File: src/rtl/arcade_input_ctrl_if.sv
// Bus between user_io-side stimulus and the arcade input front-end.
// Carries joysticks, PS/2 key events, OSD controls and per-player game inputs.
interface arcade_input_ctrl_if #(parameter int PLAYERS = 2);
  logic [32*PLAYERS-1:0] joystick;
  logic                  key_strobe;
  logic                  key_pressed;
  logic [7:0]            key_code;
  logic                  rotate;
  logic [1:0]            orientation;
  logic                  joyswap;
  logic [PLAYERS-1:0]    autofire;
  logic [16*PLAYERS-1:0] player_o;
  logic [PLAYERS-1:0]    start_o;
  logic [PLAYERS-1:0]    coin_o;

  modport master (
    output joystick, key_strobe, key_pressed, key_code, rotate, orientation, joyswap, autofire,
    input  player_o, start_o, coin_o
  );
  modport slave (
    input  joystick, key_strobe, key_pressed, key_code, rotate, orientation, joyswap, autofire,
    output player_o, start_o, coin_o
  );
endinterface

File: src/rtl/arcade_input_ctrl.sv
// Arcade control front-end: joystick/keyboard merge, rotation, SOCD clean, coin stretch.
// Optional autofire gating on fire A is built only when ARCADE_AUTOFIRE_EN is defined.

module arcade_input_lane #(
  parameter int COIN_PULSE = 24000
)(
  input  logic        clk,
  input  logic        reset,
  input  logic [11:0] in_s1,
  input  logic        rot_en,
  input  logic        rot_acw,
  input  logic        af_gate,
  output logic [15:0] player,
  output logic        start,
  output logic        coin
);
  localparam int CW = $clog2(COIN_PULSE + 1);

  logic [3:0]    d, r;
  logic [CW-1:0] cnt;
  logic          coin_prev;

  // bit order {U,D,L,R}
  assign d = in_s1[3:0];
  always_comb begin
    r = d;
    if (rot_en) r = rot_acw ? {d[1], d[0], d[2], d[3]} : {d[0], d[1], d[3], d[2]};
    if (r[0] && r[1]) r[1:0] = 2'b00;
    if (r[2] && r[3]) r[3:2] = 2'b00;
  end

  always_ff @(posedge clk or posedge reset) begin
    if (reset) begin
      player <= '0;
      start  <= 1'b0;
    end else begin
      player <= {6'b0, in_s1[9:5], in_s1[4] & af_gate, r};
      start  <= in_s1[10];
    end
  end

  // one pulse per rising edge; edges seen while counting are dropped
  always_ff @(posedge clk or posedge reset) begin
    if (reset) begin
      cnt       <= '0;
      coin_prev <= 1'b0;
    end else begin
      coin_prev <= in_s1[11];
      if (cnt != '0)                     cnt <= cnt - CW'(1);
      else if (in_s1[11] && !coin_prev)  cnt <= CW'(COIN_PULSE);
    end
  end

  assign coin = |cnt;
endmodule

module arcade_input_ctrl #(
  parameter int PLAYERS      = 2,
  parameter int COIN_PULSE   = 24000,
  parameter int AUTOFIRE_DIV = 800000
)(
  input  logic               clk,
  input  logic               reset,
  arcade_input_ctrl_if.slave io
);
  localparam int K_U = 0, K_D = 1, K_L = 2, K_R = 3, K_A = 4, K_B = 5, K_C = 6,
                 K_S0 = 7, K_C0 = 8, K_S1 = 9, K_C1 = 10;

  logic [10:0]               key_st;
  logic [PLAYERS-1:0][11:0]  joy_s1, slot, merged;
  logic [1:0][11:0]          kb;
  logic                      swap_s1, rot_s1;
  logic [1:0]                ori_s1;
  logic [PLAYERS-1:0]        af_gate;
  logic [PLAYERS-1:0][15:0]  pl;

  always_ff @(posedge clk or posedge reset) begin
    if (reset) begin
      key_st <= '0;
    end else if (io.key_strobe) begin
      case (io.key_code)
        8'h75: key_st[K_U]  <= io.key_pressed;
        8'h72: key_st[K_D]  <= io.key_pressed;
        8'h6B: key_st[K_L]  <= io.key_pressed;
        8'h74: key_st[K_R]  <= io.key_pressed;
        8'h14: key_st[K_A]  <= io.key_pressed;
        8'h11: key_st[K_B]  <= io.key_pressed;
        8'h29: key_st[K_C]  <= io.key_pressed;
        8'h16: key_st[K_S0] <= io.key_pressed;
        8'h2E: key_st[K_C0] <= io.key_pressed;
        8'h1E: key_st[K_S1] <= io.key_pressed;
        8'h36: key_st[K_C1] <= io.key_pressed;
        default: ;
      endcase
    end
  end

  always_ff @(posedge clk or posedge reset) begin
    if (reset) begin
      joy_s1  <= '0;
      swap_s1 <= 1'b0;
      rot_s1  <= 1'b0;
      ori_s1  <= 2'b00;
    end else begin
      for (int p = 0; p < PLAYERS; p++) joy_s1[p] <= io.joystick[32*p +: 12];
      swap_s1 <= io.joyswap;
      rot_s1  <= io.rotate;
      ori_s1  <= io.orientation;
    end
  end

  assign kb[0] = {key_st[K_C0], key_st[K_S0], 3'b000, key_st[K_C], key_st[K_B], key_st[K_A],
                  key_st[K_U], key_st[K_D], key_st[K_L], key_st[K_R]};
  assign kb[1] = {key_st[K_C1], key_st[K_S1], 10'b0};

  generate
    if (PLAYERS >= 2) begin : g_swap
      always_comb begin
        slot = joy_s1;
        if (swap_s1) begin
          slot[0] = joy_s1[1];
          slot[1] = joy_s1[0];
        end
      end
    end else begin : g_noswap
      assign slot = joy_s1;
      logic unused_swap;
      assign unused_swap = swap_s1;
    end
  endgenerate

`ifdef ARCADE_AUTOFIRE_EN
  localparam int AW = (AUTOFIRE_DIV > 2) ? $clog2(AUTOFIRE_DIV) : 1;
  logic [AW-1:0]      af_cnt;
  logic               af_phase;
  logic [PLAYERS-1:0] af_s1;

  always_ff @(posedge clk or posedge reset) begin
    if (reset) begin
      af_cnt   <= '0;
      af_phase <= 1'b0;
      af_s1    <= '0;
    end else begin
      af_s1 <= io.autofire;
      if (af_cnt == AW'(AUTOFIRE_DIV - 1)) begin
        af_cnt   <= '0;
        af_phase <= ~af_phase;
      end else begin
        af_cnt <= af_cnt + AW'(1);
      end
    end
  end
  assign af_gate = ~af_s1 | {PLAYERS{af_phase}};
`else
  localparam int unused_af_div = AUTOFIRE_DIV;
  logic unused_af;
  assign unused_af = ^io.autofire;
  assign af_gate   = '1;
`endif

  generate
    for (genvar p = 0; p < PLAYERS; p++) begin : g_lane
      logic unused_hi;
      assign unused_hi = ^io.joystick[32*p+12 +: 20];
      if (p < 2) begin : g_kb
        assign merged[p] = slot[p] | kb[p];
      end else begin : g_nokb
        assign merged[p] = slot[p];
      end
      arcade_input_lane #(.COIN_PULSE(COIN_PULSE)) u_lane (
        .clk     (clk),
        .reset   (reset),
        .in_s1   (merged[p]),
        .rot_en  (rot_s1 & ori_s1[0]),
        .rot_acw (ori_s1[1]),
        .af_gate (af_gate[p]),
        .player  (pl[p]),
        .start   (io.start_o[p]),
        .coin    (io.coin_o[p])
      );
    end
  endgenerate

  assign io.player_o = pl;
endmodule

File: src/flat_wrapper.sv
// flat-port wrapper written by rule: the top's interface ports become plain ports
module arcade_input_ctrl_flat 
#(
  parameter int PLAYERS      = 2,
  parameter int COIN_PULSE   = 24000,
  parameter int AUTOFIRE_DIV = 800000
)
  (clk, reset, io_joystick, io_key_strobe, io_key_pressed, io_key_code, io_rotate, io_orientation, io_joyswap, io_autofire, io_player_o, io_start_o, io_coin_o);
  arcade_input_ctrl_if #(.PLAYERS(PLAYERS)) io_i ();
  input  logic clk;
  input  logic reset;
  input wire logic [$bits(io_i.joystick)-1:0] io_joystick;
  input wire logic [$bits(io_i.key_strobe)-1:0] io_key_strobe;
  input wire logic [$bits(io_i.key_pressed)-1:0] io_key_pressed;
  input wire logic [$bits(io_i.key_code)-1:0] io_key_code;
  input wire logic [$bits(io_i.rotate)-1:0] io_rotate;
  input wire logic [$bits(io_i.orientation)-1:0] io_orientation;
  input wire logic [$bits(io_i.joyswap)-1:0] io_joyswap;
  input wire logic [$bits(io_i.autofire)-1:0] io_autofire;
  output wire logic [$bits(io_i.player_o)-1:0] io_player_o;
  output wire logic [$bits(io_i.start_o)-1:0] io_start_o;
  output wire logic [$bits(io_i.coin_o)-1:0] io_coin_o;
  assign io_i.joystick = io_joystick;
  assign io_i.key_strobe = io_key_strobe;
  assign io_i.key_pressed = io_key_pressed;
  assign io_i.key_code = io_key_code;
  assign io_i.rotate = io_rotate;
  assign io_i.orientation = io_orientation;
  assign io_i.joyswap = io_joyswap;
  assign io_i.autofire = io_autofire;
  assign io_player_o = io_i.player_o;
  assign io_start_o = io_i.start_o;
  assign io_coin_o = io_i.coin_o;
  arcade_input_ctrl #(.PLAYERS(PLAYERS), .COIN_PULSE(COIN_PULSE), .AUTOFIRE_DIV(AUTOFIRE_DIV)) u_core (.clk(clk), .reset(reset), .io(io_i));
endmodule
File: config.mk
export PLATFORM = sky130hd
export DESIGN_NAME = arcade_input_ctrl_flat
export DESIGN_NICKNAME = d
export VERILOG_FILES = /design/src/rtl/arcade_input_ctrl_if.sv /design/src/rtl/arcade_input_ctrl.sv /design/src/flat_wrapper.sv
export SDC_FILE = /design/constraint.sdc
export NUM_CORES = 1
export LEC_CHECK = 0
export BUFFER_PORTS_ARGS = -buffer_cell sky130_fd_sc_hd__buf_2
export CORE_AREA = 4 4 101 103
export CTS_BUF_LIST = sky130_fd_sc_hd__clkbuf_4 sky130_fd_sc_hd__clkbuf_8
export DETAILED_ROUTE_END_ITERATION = 7
export DIE_AREA = 0 0 105 107
export GPL_ROUTABILITY_DRIVEN = 1
export PLACE_DENSITY = 0.77
export SLEW_MARGIN = 25
export SYNTH_ARGS = -nofsm -noshare
export SYNTH_HDL_FRONTEND = slang
export SYNTH_SLANG_ARGS = --single-unit
File: constraint.sdc
create_clock -name clk -period 3.26 [get_ports clk]
set_input_delay 0.326 -clock clk [delete_from_list [all_inputs] [get_ports clk]]
set_output_delay 0.326 -clock clk [all_outputs]
set_load 0.02 [all_outputs]
# Yosys cells after proc, flatten, opt, wreduce, memory -nomap -nowiden
# Cells that the tools add are included.
# op_classes
n_eq_ne,11
bitwise,3
reduce_logical,25
n_addsub,2
muxes,13
# ops
operator,count
$mux W15,4
$eq A8 B5 Y1 const B,4
$eq A8 B7 Y1 const B,4
$reduce_bool A15 Y1,2
$reduce_or A15 Y1,2
$sub A15 B1 Y15 const B,2
$eq A8 B6 Y1 const B,3
$mux W24,1
$or A12 B12 Y12,2
$reduce_and A2 Y1,11
$mux W4,4
$mux W2,4
$logic_and A1 B1 Y1,6
$reduce_bool A2 Y1,2
$logic_not A1 Y1,2
$and A1 B1 Y1,1
# word_totals
output_inout_bits,36
register_bits,93
elab_cells,78
inputBits,82

# Depth between registers and ports, before layout
# Gate-level depths: netlist of the first run.
# depth
ltp_word,6
ltp_mapped,8

# Cells and area by module
# Synthesis of the first run repeated with hierarchy kept, for this count alone.
# hier_totals
cells_unflattened,360
hier_area_um2,4239.1
# by_module_without_submodules
module,area_each_um2,n_inst,cells_each,seq_area_each_um2
arcade_input_ctrl,1627.8,1,113,975.9
arcade_input_lane at u_core.g_lane[1].u_lane,1317.5,1,122,675.6
arcade_input_lane at u_core.g_lane[0].u_lane,1293.7,1,125,675.6

# Worst setup path before layout of the first run
# No wires, ideal clock.
# synth_timing
path_type,reg2out
start,register u_core.g_lane[0].u_lane.cnt[0]
end,output port io_coin_o[0]
arrival_time_ps,1786
slack_ps,1148
path_stages_with_launch,7
required_time_ps,2934
cell_sequence,dfrtp_1 > inv_1 > ha_1 > or3b_2 > nor4_4 > inv_4 > buf_4
# synth_between
elab_chain_cells,1
# synth_rtl
element,line,text
start: declaration,arcade_input_ctrl.sv:20,logic [CW-1:0] cnt;
start signal: assignment,arcade_input_ctrl.sv:49,if (cnt != '0) cnt <= cnt - CW'(1);
start signal: assignment,arcade_input_ctrl.sv:50,else if (in_s1[11] && !coin_prev) cnt <= CW'(COIN_PULSE);
$reduce_or A15 Y1,arcade_input_ctrl.sv:54,assign coin = |cnt;
end: declaration,flat_wrapper.sv:22,output wire logic [$bits(io_i.coin_o)-1:0] io_coin_o;
# Every way passes these cells.

# Final worst setup path of the first run
# Ends and elaborated chain as after synthesis.

==> impl_metrics.toml, run 1 <==
[floorplan]
dieWidth_um = 105
die_area_um2 = 11240
chipHeight_um = 107
initial_core_util_pct = 44.44
io_pins = 118
rows = 35
core_area_um2 = 9196

[run]
drv_cap = 0

[power_and_ir_drop]
netSwitchingFraction_pct = 29.92
powerDensity_nw_per_um2 = 629.3
power_frac_comb_pct = 20.0
seqPwrFrac_pct = 50.6
p_int_mw = 2.071
p_sw_uw = 884.2
power_leakage_nw = 2.188
peakVddDrop_mv = 0.4044
p_clk_share_pct = 29.5

[clock_tree]
clock_path_buffers = 2
post_cts_buffers = 0
cts-buffers-inserted = 9
cts_max_level = 3
clkSinkCount = 93
cts_resized = 0
clk_pin_slew_worst_paths_ns = 0.09
cts_root_buf = "clkbuf_8"
hold_buffers = 0
clk_latency_ns = 0.36
tritoncts = "yes"

[yosys]
async_flop_share_pct = 100.0
avgSynthCellArea_um2 = 11.32
ys_seq_elements = 93
netlist_instances = 361
synthDistinctLibCells = 47
synth_area_leaders = "dfrtp_1, mux2_2, buf_4"
yosysWarnings = 0
ys_top_cells_by_count = "dfrtp_1, nor2_1, nand2_1"
synthFlopType = "dfrtp_1"
netlist_area_um2 = 4086
yosysMostFrequentCell = "dfrtp_1"
synth_edf_count = 0
yosysTopAreaCellShare_pct = 56.95
synth_top_cell_by_area = "dfrtp_1"
seq_area_frac_synth_pct = 56.95

[worst_setup_path]
startpoint_type = "flop"
crit_required_ns = 2.93
critPathKind = "reg -> out"
cp_max_fo = 8
worstSetupEndpointType = "output pin"
cp_data_arrival_time_ns = 2.34

[grt]
grt_pass1_wl_um = 13160
overflow = 0
track_usage_pct = 14.45
antenna_found_initial = 0
first_global_vias = 2911
grt_max_degree = 68

[sta]
setup_viol = 0
hold_violations = 0
tightest_slew_ns = 0.5812
timing.hold.ws_ns = 0.01512
clock_skew_ns = 0.01105
slew_headroom_pct = 60.95
drv_slew = 0
rsz0062_at_grt = "no"
tns_ns = 0
period_share_pct = 81.71
max_freq_mhz = 375.4
min_period_ns = 2.664

[place]
io_buffers = 63
placed_area_um2 = 4462
post-dp-hpwl_um = 5639
gp_congestion = 0.8233

[final_layout]
syn_to_final_growth_pct = 14.91
final_area_um2 = 4696
multi_input_area_um2 = 1583
drive_above_1_share_pct = 26.74
nFillCells = 788
antenna_cells = 0
fin_nets = 511
seqCellArea_um2 = 2327

[status]
outcome = "completed"

[worst_hold_path]
hp-class = "in -> async"

[routing]
drc = 0
wl_per_cell_um = 14.02
drt_wl_total_um = 7587
dr.first_iter.drc_count = 122
vias = 2786
vias_per_cell = 5.150
drtPass1Iterations = 4
antenna_left = 0
kinds of logic after synthesis:
kind of cell    after synthesis  synth area share [%]
mux                          30                 7.961
other cells                   1               0.09177
buf+inv                      41                 5.328
xor+xnor                     12                 2.572
simple gates                133                 18.25
compound gates               47                 7.624
fa+ha+maj                     4                 1.225
flops                        93                 56.95
through the flow:
step / setup slack, ns / util (%) / cells / power [mW]
after floorplan: 0.5137 / - / 372 / 1.945
after global placement: 0.9895 / 48.48 / 525 / 2.064
after detailed placement: 0.9793 / 48.52 / 525 / 2.112
after global routing: 0.4662 / 51.06 / 541 / 3.146
after CTS: 0.5634 / 51.06 / 541 / 2.987
final: 0.5964 / 51.06 / 541 / 2.955
worst paths after layout:
path / end / slack [ns] / depth (start not counted) / startpoint
worst min-delay path: u_core.g_lane[0].u_lane.cnt[2] / 0.02 / 2 / reset
worst max-delay path: io_coin_o[0] / 0.60 / 6 / u_core.g_lane[0].u_lane.cnt[0]
worst max register to register: u_core.g_lane[0].u_lane.cnt[14] / 1.04 / 8 / u_core.g_lane[0].u_lane.cnt[0]
max in group asynchronous: u_core.joy_s1[3] / 2.61 / 3 / reset
worst min register to register: u_core.g_lane[1].u_lane.cnt[4] / 0.47 / 1 / u_core.g_lane[1].u_lane.cnt[4]
min in group clk: u_core.joy_s1[20] / 0.07 / 1 / io_joystick[40]
metal layers:
metal | part of all wire [%] | global-route usage (%)
met5 | 0 | 0
met4 | 1.7 | 4.780
met3 | 6.7 | 5.238
met2 | 50 | 24.89
met1 | 41 | 16.77
power by group through the flow:
stage	logic [mW]	clock network, mW	registers, mW
floorplan	0.444	0	1.50
global placement	0.565	0	1.50
detailed placement	0.595	0	1.52
CTS	0.598	0.894	1.49
global route	0.674	0.949	1.52
finish	0.590	0.870	1.49
layout by cell type (no fill, tap or decap), types with 3 or more instances in the layout:
| master | count |
|---|---|
| buf_2 | 63 |
| conb_1 | 12 |
| and2_1 | 3 |
| nor4_1 | 7 |
| nand3_1 | 7 |
| nand2b_1 | 7 |
| nor2b_1 | 14 |
| o31ai_1 | 3 |
| nand2_1 | 21 |
| o21ai_0 | 9 |
| or3_1 | 8 |
| nor2_1 | 24 |
| mux2i_1 | 10 |
| ha_1 | 4 |
| nor4b_1 | 3 |
| a21oi_1 | 17 |
| inv_1 | 14 |
| nor3_1 | 17 |
| nand4_1 | 4 |
| xor2_1 | 7 |
| nor3b_1 | 3 |
| a211o_1 | 6 |
| dfrtp_1 | 93 |
| clkinv_4 | 3 |
| clkbuf_8 | 11 |
| buf_4 | 4 |
| a211oi_1 | 5 |
| xnor2_1 | 5 |
| mux2_2 | 20 |
registers in the layout, summed over array words and instances (netlist names):
signal and count:
u_core.g_lane.u_lane.cnt 30, u_core.joy_s1 24, u_core.g_lane.u_lane.player 20, u_core.key_st 11
u_core.g_lane.u_lane.coin_prev 2, u_core.g_lane.u_lane.start 2, u_core.ori_s1 2, u_core.rot_s1 1
u_core.swap_s1 1
worst max-delay path: stages (launching register included):
cell and delay [ns]:
dfrtp_1 0.43, inv_1 0.10, ha_1 0.16, or3b_2 0.49, nor4_4 0.51, inv_4 0.10, buf_2 0.19
layout make-up:
type,count,share of cell area [%]
flip-flops and latches,93,49.56
clock buffers,11,3.224
well taps,111,2.958
multi-input cells,238,33.71
repair buffers,67,7.354
inverters,16,1.439
clock inverters,5,1.759
(Power assumes the default switching activity.)
==> run 2, diff against run 1 <==
clock period = 2.8 ns   (was 3.26 ns; I/O delays follow)
==> run 2 against run 1 <==
  * First-iteration DRC count rose by 45%
  * Sequential share of layout area rose by 0.12 points
  * Clock skew fell by 0.00099 ns
  * Design area fell by 0.24%
  * Via count rose by 2.3%
  * Critical path depth did not move
  * Die area did not move
  * Cell count rose by 0.37%
  * Critical endpoint unchanged
  * Largest power group unchanged
  * Highest routed layer unchanged
==> impl_metrics.toml, run 2 (synthesis results as in run 1) <==
[clock_tree]
tritoncts = "yes"
hold_buffers = 0
post_cts_buffers = 0
clkSinkCount = 93
clk_latency_ns = 0.35
clock_path_buffers = 2
cts_root_buf = "clkbuf_8"
cts_max_level = 3
cts-buffers-inserted = 9
cts_resized = 0
clk_pin_slew_worst_paths_ns = 0.10

[routing]
vias_per_cell = 5.250
antenna_left = 0
dr_wl_met2_um = 3684
met3_length_um = 487
vias = 2851
drc = 0
top_layer = "met4"
drtPass1Iterations = 6
met1_length_um = 3160
drt_wl_total_um = 7408
dr.first_iter.drc_count = 177
wl_per_cell_um = 13.64

[sta]
tns_ns = 0
max_freq_mhz = 384.2
rsz0062_at_grt = "no"
setup_viol = 0
tightest_slew_ns = 0.7881
clock_skew_ns = 0.01006
slew_headroom_pct = 47.40
hold_violations = 0
timing.hold.ws_ns = 0.02550
drv_slew = 0
period_share_pct = 92.95
min_period_ns = 2.603

[grt]
grt_max_degree = 51
overflow = 0
antenna_found_initial = 0
grt_pass1_wl_um = 12890
track_usage_pct = 13.94
first_global_vias = 2825

[final_layout]
fin_nets = 513
drive_above_1_share_pct = 26.39
largest_register = "u_core.g_lane.u_lane.cnt"
final_common_cell = "dfrtp_1"
reg_top3 = "u_core.g_lane.u_lane.cnt x30, u_core.joy_s1 x24, u_core.g_lane.u_lane.player x20"
syn_to_final_growth_pct = 14.64
nFillCells = 827
most-common-layout-cells = "dfrtp_1, buf_2, nor2_1"
antenna_cells = 0
multi_input_area_um2 = 1583
largest_reg_flops = 30
seqCellArea_um2 = 2327

[power_and_ir_drop]
power_leakage_nw = 2.177
powerDensity_nw_per_um2 = 699.6
peakVddDrop_mv = 0.4240

[run]
drv_cap = 0

[floorplan]
rows = 35
die_area_um2 = 11240
initial_core_util_pct = 44.44
chipHeight_um = 107
core_area_um2 = 9196
io_pins = 118
dieWidth_um = 105

[worst_setup_path]
startpoint_type = "flop"
cp_slowest_stage_delay_ns = 0.51
critPathKind = "reg -> out"
cp_max_fo = 8
cp_data_arrival_time_ns = 2.32
worstSetupEndpointType = "output pin"
crit_required_ns = 2.52
cp_slowest_cell = "nor4_4"
path_cells = "inv_1, ha_1, or3b_2, nor4_4, inv_4, buf_2"

[worst_hold_path]
hp-class = "in -> reg"

[status]
outcome = "completed"

[place]
gp_congestion = 0.8690
io_buffers = 63
post-dp-hpwl_um = 5323
## run 2: final cells by class
| cell class | count | area share (%) |
|---|---|---|
| multi-input cells | 238 | 33.79 |
| flip-flops and latches | 93 | 49.68 |
| inverters | 16 | 1.362 |
| well taps | 111 | 2.965 |
| clock buffers | 10 | 2.938 |
| clock inverters | 6 | 1.149 |
| repair buffers | 69 | 8.120 |
## run 2: path summary, 6_finish.rpt
kind	from	depth (start not counted)	slack [ns]	endpoint
worst max-delay path	u_core.g_lane[0].u_lane.cnt[0]	6	0.20	io_coin_o[0]
worst min-delay path	io_joystick[40]	1	0.03	u_core.joy_s1[20]
worst max register to register	u_core.g_lane[0].u_lane.cnt[0]	8	0.58	u_core.g_lane[0].u_lane.cnt[11]
worst min register to register	u_core.g_lane[0].u_lane.cnt[5]	1	0.47	u_core.g_lane[0].u_lane.cnt[5]
max in group asynchronous	reset	3	2.07	u_core.key_st[2]
min in group asynchronous	reset	2	0.04	u_core.g_lane[0].u_lane.cnt[3]
## run 2: power by group
| part | total, mW | switching, mW | internal, mW |
|---|---|---|---|
| sequential | 1.74 | 0.186 | 1.55 |
| combinational | 0.686 | 0.376 | 0.309 |
| clock | 0.853 | 0.489 | 0.365 |
| total | 3.28 | 1.05 | 2.23 |
## run 2: layer usage
metal  up-vias  track usage (%)
met5         -                0
li1       1372                -
met2        94            23.42
met3        11            4.154
met1      1374            17.42
met4         0            4.217
## run 2: critical path: cells and delay by family, from the launching register on
| family | cells | cell delay (ns) |
|---|---|---|
| fa+ha+maj | 1 | 0.16 |
| buf+inv | 3 | 0.39 |
| flops | 1 | 0.42 |
| simple gates | 2 | 1.00 |
## run 2: metrics by stage
| step | worst slack (ns) | power (mW) | cell area, µm² | cells | utilization (%) |
|---|---|---|---|---|---|
| 5_1_grt | 0.003863 | 3.484 | 4684 | 543 | 50.94 |
| 4_1_cts | 0.1623 | 3.304 | 4654 | 540 | 50.61 |
| 3_3_place_gp | 0.5726 | 2.406 | 4463 | 524 | 48.53 |
| 2_1_floorplan | 0.09969 | 2.264 | 4128 | 372 | - |
| 6_report | 0.1974 | 3.277 | 4684 | 543 | 50.94 |
| 3_5_place_dp | 0.5608 | 2.448 | 4463 | 524 | 48.53 |
